### config.mk
export PLATFORM = sky130hd
export DESIGN_NAME = keypad_scanner
export DESIGN_NICKNAME = d
export VERILOG_FILES = /design/src/rtl/keypad_pkg.sv /design/src/rtl/kp_stable_cnt.sv /design/src/rtl/keypad_scanner.sv
export SDC_FILE = /design/constraint.sdc
export NUM_CORES = 1
export LEC_CHECK = 0
export BUFFER_PORTS_ARGS = -buffer_cell sky130_fd_sc_hd__buf_2
export CAP_MARGIN = 10
export CORE_ASPECT_RATIO = 0.75
export CORE_MARGIN = 1.5
export CORE_UTILIZATION = 50
export DETAILED_ROUTE_END_ITERATION = 8
export PLACE_DENSITY = 0.81
export SLEW_MARGIN = 20
export SYNTH_ARGS = -nofsm -noshare
export SYNTH_HDL_FRONTEND = slang
export SYNTH_HIERARCHICAL = 1
export SYNTH_SLANG_ARGS = --single-unit
export TNS_END_PERCENT = 10
### constraint.sdc
create_clock -name clk -period 2.7 [get_ports clk]
set_input_delay 0.27 -clock clk [delete_from_list [all_inputs] [get_ports clk]]
set_output_delay 0.27 -clock clk [all_outputs]
set_load 0.01 [all_outputs]
### src/rtl/keypad_pkg.sv
// rtl/keypad_pkg.sv - shared state type and helper functions for the keypad scanner
package keypad_pkg;

  typedef enum logic [1:0] {
    SCAN     = 2'd0,
    DEBOUNCE = 2'd1,
    HELD     = 2'd2,
    RELEASE  = 2'd3
  } kp_state_t;

  function automatic int kp_code_w(input int rows, input int cols);
    return (rows * cols > 1) ? $clog2(rows * cols) : 1;
  endfunction

  function automatic int kp_popcount(input logic [31:0] v);
    int n;
    n = 0;
    for (int i = 0; i < 32; i++) n += int'(v[i]);
    return n;
  endfunction

endpackage

### src/rtl/kp_stable_cnt.sv
// rtl/kp_stable_cnt.sv - counts consecutive cycles where din equals ref_val, saturating at TARGET
module kp_stable_cnt #(
  parameter int W      = 4,
  parameter int TARGET = 1000
) (
  input  logic         clk,
  input  logic         reset,
  input  logic         clear,
  input  logic [W-1:0] din,
  input  logic [W-1:0] ref_val,
  output logic         match,
  output logic         done
);

  localparam int CNTW = (TARGET > 1) ? $clog2(TARGET) : 1;

  logic [CNTW-1:0] cnt;

  assign match = (din == ref_val);
  // done marks the TARGET-th consecutive match, so the owner acts in that same cycle
  assign done  = match && (cnt == CNTW'(TARGET - 1));

  always_ff @(posedge clk or posedge reset) begin
    if (reset) begin
      cnt <= '0;
    end else if (clear || !match) begin
      cnt <= '0;
    end else if (cnt != CNTW'(TARGET - 1)) begin
      cnt <= cnt + CNTW'(1);
    end
  end

endmodule

### src/rtl/keypad_scanner.sv
// rtl/keypad_scanner.sv - matrix keypad scanner with debounce, multi-key rejection and auto-repeat
module keypad_scanner
  import keypad_pkg::*;
#(
  parameter int ROWS          = 4,
  parameter int COLS          = 3,
  parameter int DWELL         = 16,
  parameter int DB_CYCLES     = 1000,
  parameter int REPEAT_CYCLES = 0
) (
  input  logic                               clk,
  input  logic                               reset,
  input  logic [ROWS-1:0]                    row,
  output logic [COLS-1:0]                    col,
  output logic [kp_code_w(ROWS, COLS)-1:0]   key_code,
  output logic                               key_valid,
  output logic                               key_held,
  output logic                               multi_err
);

  localparam int CW  = kp_code_w(ROWS, COLS);
  localparam int CIW = $clog2(COLS);
  localparam int DWW = $clog2(DWELL);
  localparam int RPW = (REPEAT_CYCLES > 1) ? $clog2(REPEAT_CYCLES) : 1;

  kp_state_t       state;
  logic [CIW-1:0]  col_idx;
  logic [CIW-1:0]  col_next;
  logic [DWW-1:0]  dwell_cnt;
  logic [RPW-1:0]  rep_cnt;
  logic [ROWS-1:0] rs_meta;
  logic [ROWS-1:0] rs;
  logic [ROWS-1:0] snap;
  logic [ROWS-1:0] cmp_ref;
  logic            st_clear;
  logic            st_match;
  logic            st_done;
  int              row_idx;

  assign col      = COLS'(1) << col_idx;
  assign col_next = (col_idx == CIW'(COLS - 1)) ? '0 : col_idx + CIW'(1);

  // One counter serves both press debounce (against snap) and release detection (against 0)
  always_comb begin
    cmp_ref  = (state == DEBOUNCE) ? snap : '0;
    st_clear = (state == SCAN) || ((state == DEBOUNCE) && st_done);
    row_idx  = 0;
    for (int i = ROWS - 1; i >= 0; i--) begin
      if (snap[i]) row_idx = i;
    end
  end

  kp_stable_cnt #(
    .W      (ROWS),
    .TARGET (DB_CYCLES)
  ) u_stable (
    .clk     (clk),
    .reset   (reset),
    .clear   (st_clear),
    .din     (rs),
    .ref_val (cmp_ref),
    .match   (st_match),
    .done    (st_done)
  );

  always_ff @(posedge clk or posedge reset) begin
    if (reset) begin
      rs_meta <= '0;
      rs      <= '0;
    end else begin
      rs_meta <= row;
      rs      <= rs_meta;
    end
  end

  always_ff @(posedge clk or posedge reset) begin
    if (reset) begin
      state     <= SCAN;
      col_idx   <= '0;
      dwell_cnt <= '0;
      rep_cnt   <= '0;
      snap      <= '0;
      key_code  <= '0;
      key_valid <= 1'b0;
      key_held  <= 1'b0;
      multi_err <= 1'b0;
    end else begin
      key_valid <= 1'b0;
      multi_err <= 1'b0;
      case (state)
        SCAN: begin
          if (dwell_cnt == DWW'(DWELL - 1)) begin
            dwell_cnt <= '0;
            if (rs != '0) begin
              snap  <= rs;
              state <= DEBOUNCE;
            end else begin
              col_idx <= col_next;
            end
          end else begin
            dwell_cnt <= dwell_cnt + DWW'(1);
          end
        end
        DEBOUNCE: begin
          if (!st_match) begin
            dwell_cnt <= '0;
            state     <= SCAN;
          end else if (st_done) begin
            if (kp_popcount(32'(snap)) == 1) begin
              key_valid <= 1'b1;
              key_held  <= 1'b1;
              key_code  <= CW'(int'(col_idx) * ROWS + row_idx);
              rep_cnt   <= '0;
              state     <= HELD;
            end else begin
              multi_err <= 1'b1;
              state     <= RELEASE;
            end
          end
        end
        HELD: begin
          // A completed release takes priority over a coincident repeat
          if (st_done) begin
            key_held  <= 1'b0;
            col_idx   <= col_next;
            dwell_cnt <= '0;
            state     <= SCAN;
          end else if (REPEAT_CYCLES > 0) begin
            if (rep_cnt == RPW'(REPEAT_CYCLES - 1)) begin
              rep_cnt   <= '0;
              key_valid <= 1'b1;
            end else begin
              rep_cnt <= rep_cnt + RPW'(1);
            end
          end
        end
        RELEASE: begin
          if (st_done) begin
            col_idx   <= col_next;
            dwell_cnt <= '0;
            state     <= SCAN;
          end
        end
        default: state <= SCAN;
      endcase
    end
  end

endmodule

; ---- After elaboration in Yosys (flattened, before gate mapping)
; Cells that the tools add are included.
; Widths: inputs -> output; s select.
[totals]
regBits = 37
in_bits = 6
[op_classes]
n_addsub = 7
n_eq_ne = 19
n_shift = 1
mux = 36
reduce_logical = 17
[ops]
columns = op, n
row1 = $mux 4, 7
row2 = $mux 10, 2
row3 = $mux 2, 10
row4 = $mux 1, 13
row5 = $pmux 4 s3, 1
row6 = $reduce_and 4->1, 3
row7 = $add 10x1->10 const B, 1
row8 = $eq 10x10->1 const B, 1
row9 = $ne 10x10->1 const B, 1
row10 = $ne 2x2->1 const B, 5
row11 = $ne 2x1->1 const B, 4
row12 = $eq 2x2->1 const B, 3
row13 = $pmux 2 s3, 1
row14 = $reduce_bool 2->1, 3
row15 = $reduce_and 5->1, 1
row16 = $add 3x1->4, 1
row17 = $add 4x1->4 const B, 1
row18 = $add 4x4->4, 1
row19 = $eq 4x1->1 const B, 1
row20 = $eq 4x4->1, 1
row21 = $eq 4x4->1 const B, 1
row22 = $pmux 2 s2, 1
row23 = $reduce_bool 4->1, 1
row24 = $add 2x1->3, 1
row25 = other kinds (13), 15

; ---- Logic depth before layout (Yosys ltp)
[depth]
ltp_word = 8
ltp_mapped = 11
mapped_depth_nobuf = 9

; ---- Cells and area by module
; The synthesis kept the hierarchy.
[by_module_without_submodules]
columns = module, n_inst, cells_per_inst, area_each_um2
row1 = keypad_scanner, 1, 102, 1181.1
row2 = kp_stable_cnt, 1, 57, 566.8

; ---- Least setup slack after synthesis
; No wires, ideal clock.
[synth_timing]
path_kind = register to register
start = register state[1]
end = register key_code[0]
arrival_time_ps = 2423
t_required_ps = 2575
setup_slack_ps = 152
stages_incl_launch_ff = 11
path_buffers = 2
synth_period_minus_slack_ps = 2548
path_cell_list = dfrtp_1 -> clkbuf_1 -> nand2b_1 -> nor2_1 -> xor2_1 -> nor4_2 -> and2_1 -> nand4b_1 -> nor2b_1 -> buf_2 -> mux2_2
[synth_between]
elab_chain_len = 5
[synth_lines]
columns = item, line
row1 = "start, declared", keypad_scanner.sv:26  ; kp_state_t state;
row2 = "start signal, assigned", keypad_scanner.sv:78  ; state <= SCAN;
row3 = "start signal, assigned", keypad_scanner.sv:96  ; state <= DEBOUNCE;
row4 = "start signal, assigned", keypad_scanner.sv:107  ; state <= SCAN;
row5 = $eq 2x1->1, keypad_scanner.sv:45  ; cmp_ref = (state == DEBOUNCE) ? snap : '0;
row6 = $mux 4, keypad_scanner.sv:45
row7 = via cmp_ref[1], keypad_scanner.sv:34  ; logic [ROWS-1:0] cmp_ref;
row8 = $eq 4x4->1, kp_stable_cnt.sv:19  ; assign match = (din == ref_val);
row9 = via st_match, keypad_scanner.sv:36  ; logic st_match;
row10 = $logic_and 1x1->1, kp_stable_cnt.sv:21  ; assign done = match && (cnt == CNTW'(TARGET - 1));
row11 = via st_done, keypad_scanner.sv:37  ; logic st_done;
row12 = $reduce_and 4->1 (no source line), --
row13 = "end signal, assigned", keypad_scanner.sv:112  ; key_code <= CW'(int'(col_idx) * ROWS + row_idx);
row14 = "end, declared", keypad_scanner.sv:15  ; output logic [kp_code_w(ROWS, COLS)-1:0] key_code,
; The timed path passes the listed nets, and every way through them passes these cells.
; A chain may end at the register's enable or synchronous reset.

; ---- Worst setup path after layout
[layout_timing]
start = register snap[0]
end = register key_code[0]
[layout_between]
elab_chain_len = 5
[layout_lines]
columns = item, line
row1 = "start, declared", keypad_scanner.sv:33  ; logic [ROWS-1:0] snap;
row2 = "start signal, assigned", keypad_scanner.sv:95  ; snap <= rs;
row3 = $add 1x1->2, keypad_pkg.sv:18  ; for (int i = 0; i < 32; i++) n += int'(v[i]);
row4 = $add 2x1->3, keypad_pkg.sv:18
row5 = $add 3x1->4, keypad_pkg.sv:18
row6 = $eq 4x1->1, keypad_scanner.sv:109  ; if (kp_popcount(32'(snap)) == 1) begin
row7 = $reduce_and 4->1 (no source line), --
; Parallel ways exist; a longest one is shown, timed or not.

==> impl_metrics.yaml <==
route:
  first_pass_iters: 4
  num_vias: 1202
  drc: 0
  routed_wl_um: 3170
  post_drt_via_cell_ratio: 5.39
  drt-met1-wl_um: 1580
  drtIter0Drc: 76
  met3_wirelength_um: 119
  wl_met2_um: 1430
  top_layer: "met4"
  wl_per_cell_um: 14.2
  ant_nets: 0
timing:
  final_max_slew_viol_count: 0
  period_needed_ps: 2480
  grt_setup_unrepaired: "no"
  setup_tns_ps: 0
  skew_ps: 6.39
  period_share_pct: 91.9
  hold_viol: 0
  tightest_slew_ps: 939
  maxSlewHeadroom_pct: 37.0
  final-setup-viol-count: 0
  hold-worst-slack_ps: 90.6
  fmax_mhz: 403
place:
  place_area_um2: 1880
  gp_congestion: 0.815
  place_hpwl_um: 2410
  port-buffer-count: 15
final_layout:
  final_cell_mix: "dfrtp_1, nor2_1, buf_2"
  syn2layout_area_growth_pct: 14.7
  drive_above_1_share_pct: 20.8
  nFillCells: 288
  finalNetCount: 193
  final_common_cell: "dfrtp_1"
  diodes: 0
  design_area_um2: 2000
synthesis:
  yosysWarnings: 6
  syn_nets: 170
  syn_inst: 159
  synth_cell_types: 42
  ys_seq_area_share_pct: 53.0
  syn_area_per_cell_um2: 11.0
  synth_edf_count: 0
  async_flop_share_pct: 100
  synth_flop_cell: "dfrtp_1"
  synth_seq_cells: 37
  syn_area_um2: 1750
setup_path:
  crit_start: "snap[0]$_DFFE_PP0P_"
  r2r_end: "key_code[0]$_DFFE_PP0P_"
  critPathLaunchType: "register"
  reg2reg_from: "snap[0]$_DFFE_PP0P_"
  endpoint_kind: "register"
  rrSetupSlack_ps: 220
  crit_required_ps: 2870
  path_class: "register to register"
  critPathArrivalTime_ps: 2650
  critPathMaxFanout: 6
  reg2regPathDepth: 9
hold_path:
  hold_class: "input pin to register"
  hp-start: "row[3]"
  hold_depth: 1
  whs_endpoint: "rs_meta[3]$_DFF_PP0_"
die:
  initial_core_util_pct: 52.8
  die_w_um: 71.3
  io_pins: 16
  coreArea_um2: 3310
  die_area_um2: 3860
  fp-row-count: 18
  die_h_um: 54.2
clock_network:
  cts.repair.resized: 0
  cts_root_buffer: "clkbuf_8"
  cts_tree: "done"
  cts_sinks: 37
  cts_inserted_buffers: 5
  clkTransAtPathRegs_ps: 70
  ctsLongestPathBuffers: 2
  cts_max_level: 2
  clk_latency_ps: 290
run:
  cap_violations: 0
pwr:
  powerDensity_nw_per_um2: 746
  power.switching_mw: 0.431
  p_int_mw: 1.06
  clock_power_share_pct: 32.2
  power.leakage_nw: 0.934
  pwr-share-comb_pct: 22.0
  ir_worst_vdd_mv: 0.540
  power.total_mw: 1.50
  p_seq_share_pct: 45.8
  swShare_pct: 28.8
grt:
  antenna_found_initial: 0
  grt_pass1_vias: 1115
  track_usage_pct: 17.9
  gr-total-overflow: 0
  grt_max_degree: 28
  grt_pass1_wl_um: 5060
status:
  status: "completed"
==> critical path, stage by stage (launching register included) <==
cell     delay (ps)
dfrtp_1         370
inv_1            90
fa_1            540
inv_1            40
ha_1            170
ha_1            270
nor3b_1         240
nor2b_1         160
buf_4           150
mux2_2          340
==> synth_stat cells (all sizes together) (2+ instances only) <==
master	n	area share, %
and3	3	1.4
nor4	3	2.3
a31oi	2	0.72
a211oi	2	1.1
dfrtp	37	53
nand3	5	1.4
o2bb2ai	3	1.5
mux2i	2	1.1
nand2b	5	1.8
nand2	11	2.4
ha	4	2.9
a21oi	4	1.1
xor2	9	4.5
nand4	2	0.72
buf	3	1.2
a21o	2	0.86
nor3	4	1.1
and2	4	1.4
xnor2	3	1.5
nor2	18	4.0
mux2	5	3.4
inv	8	1.7
o21ai	4	1.1
or3	2	0.72
nor2b	5	1.8
==> how the worst max path moves through the flow <==
| stage | to | slack [ps] | cells after the start |
|---|---|---|---|
| 2_1_floorplan | key_code[0]$_DFFE_PP0P_ | 150 | 10 |
| 3_3_place_gp | key_code[3]$_DFFE_PP0P_ | 310 | 9 |
| 3_5_place_dp | key_code[0]$_DFFE_PP0P_ | 220 | 9 |
| 4_1_cts | key_code[0]$_DFFE_PP0P_ | 210 | 9 |
| 5_1_grt | u_stable/cnt[9]$_DFFE_PP0P_ | 60 | 10 |
| 6_report | key_code[0]$_DFFE_PP0P_ | 220 | 9 |
==> through the flow <==
stage          std cells  worst slack [ps]  util, %
5_1_grt              223              59.3     60.5
2_1_floorplan        159               152        -
4_1_cts              223               210     60.5
3_5_place_dp         214               221     56.7
6_report             223               220     60.5
3_3_place_gp         214               305     56.7
==> sequential cells by signal, indices dropped and copies added, names as in the netlist <==
name          cells
rs_meta           4
state             2
snap              4
key_held          1
key_valid         1
rs                4
dwell_cnt         4
u_stable/cnt     10
col_idx           2
multi_err         1
key_code          4
==> power groups by stage <==
stage               sequential, mW  clock (mW)  combinational [mW]
global placement             0.689           0               0.313
finish                       0.685       0.482               0.329
detailed placement           0.695           0               0.328
floorplan                    0.662           0               0.263
CTS                          0.684       0.491               0.330
global route                 0.697       0.518               0.366
==> cell families (layout without fill, tap and decap cells) <==
family / after synthesis / in the layout / share of synthesized area [%]
mux: 7 / 7 / 4.58
fa+ha+maj: 5 / 5 / 4.01
simple gates: 65 / 65 / 20.7
xor+xnor: 12 / 12 / 6.01
compound gates: 21 / 21 / 8.59
buf+inv: 12 / 36 / 3.15
flops: 37 / 37 / 53.0
==> what timing repair did <==
action | in CTS | in global routing
hold buffers | 1 | 0
setup buffers | 0 | 0
endpoints found under the hold margin | 10 | 0
==> per-layer routing <==
metal | global-route usage, % | vias to the layer above
met5 | 0 | -
met4 | 8.81 | 0
met3 | 5.81 | 6
met2 | 25.8 | 21
met1 | 24.4 | 579
li1 | - | 596
==> area by class of cell <==
cell class | count | area, µm² | share of cell area [%]
sequential | 37 | 926 | 46.2
inverter | 8 | 30.0 | 1.50
timing repair buffer | 20 | 115 | 5.74
clock buffer | 7 | 86.3 | 4.31
multi-input combinational | 110 | 767 | 38.3
clock inverter | 1 | 30.0 | 1.50
tap | 40 | 50.0 | 2.50
Note: power is estimated with default switching activity, not from simulation.
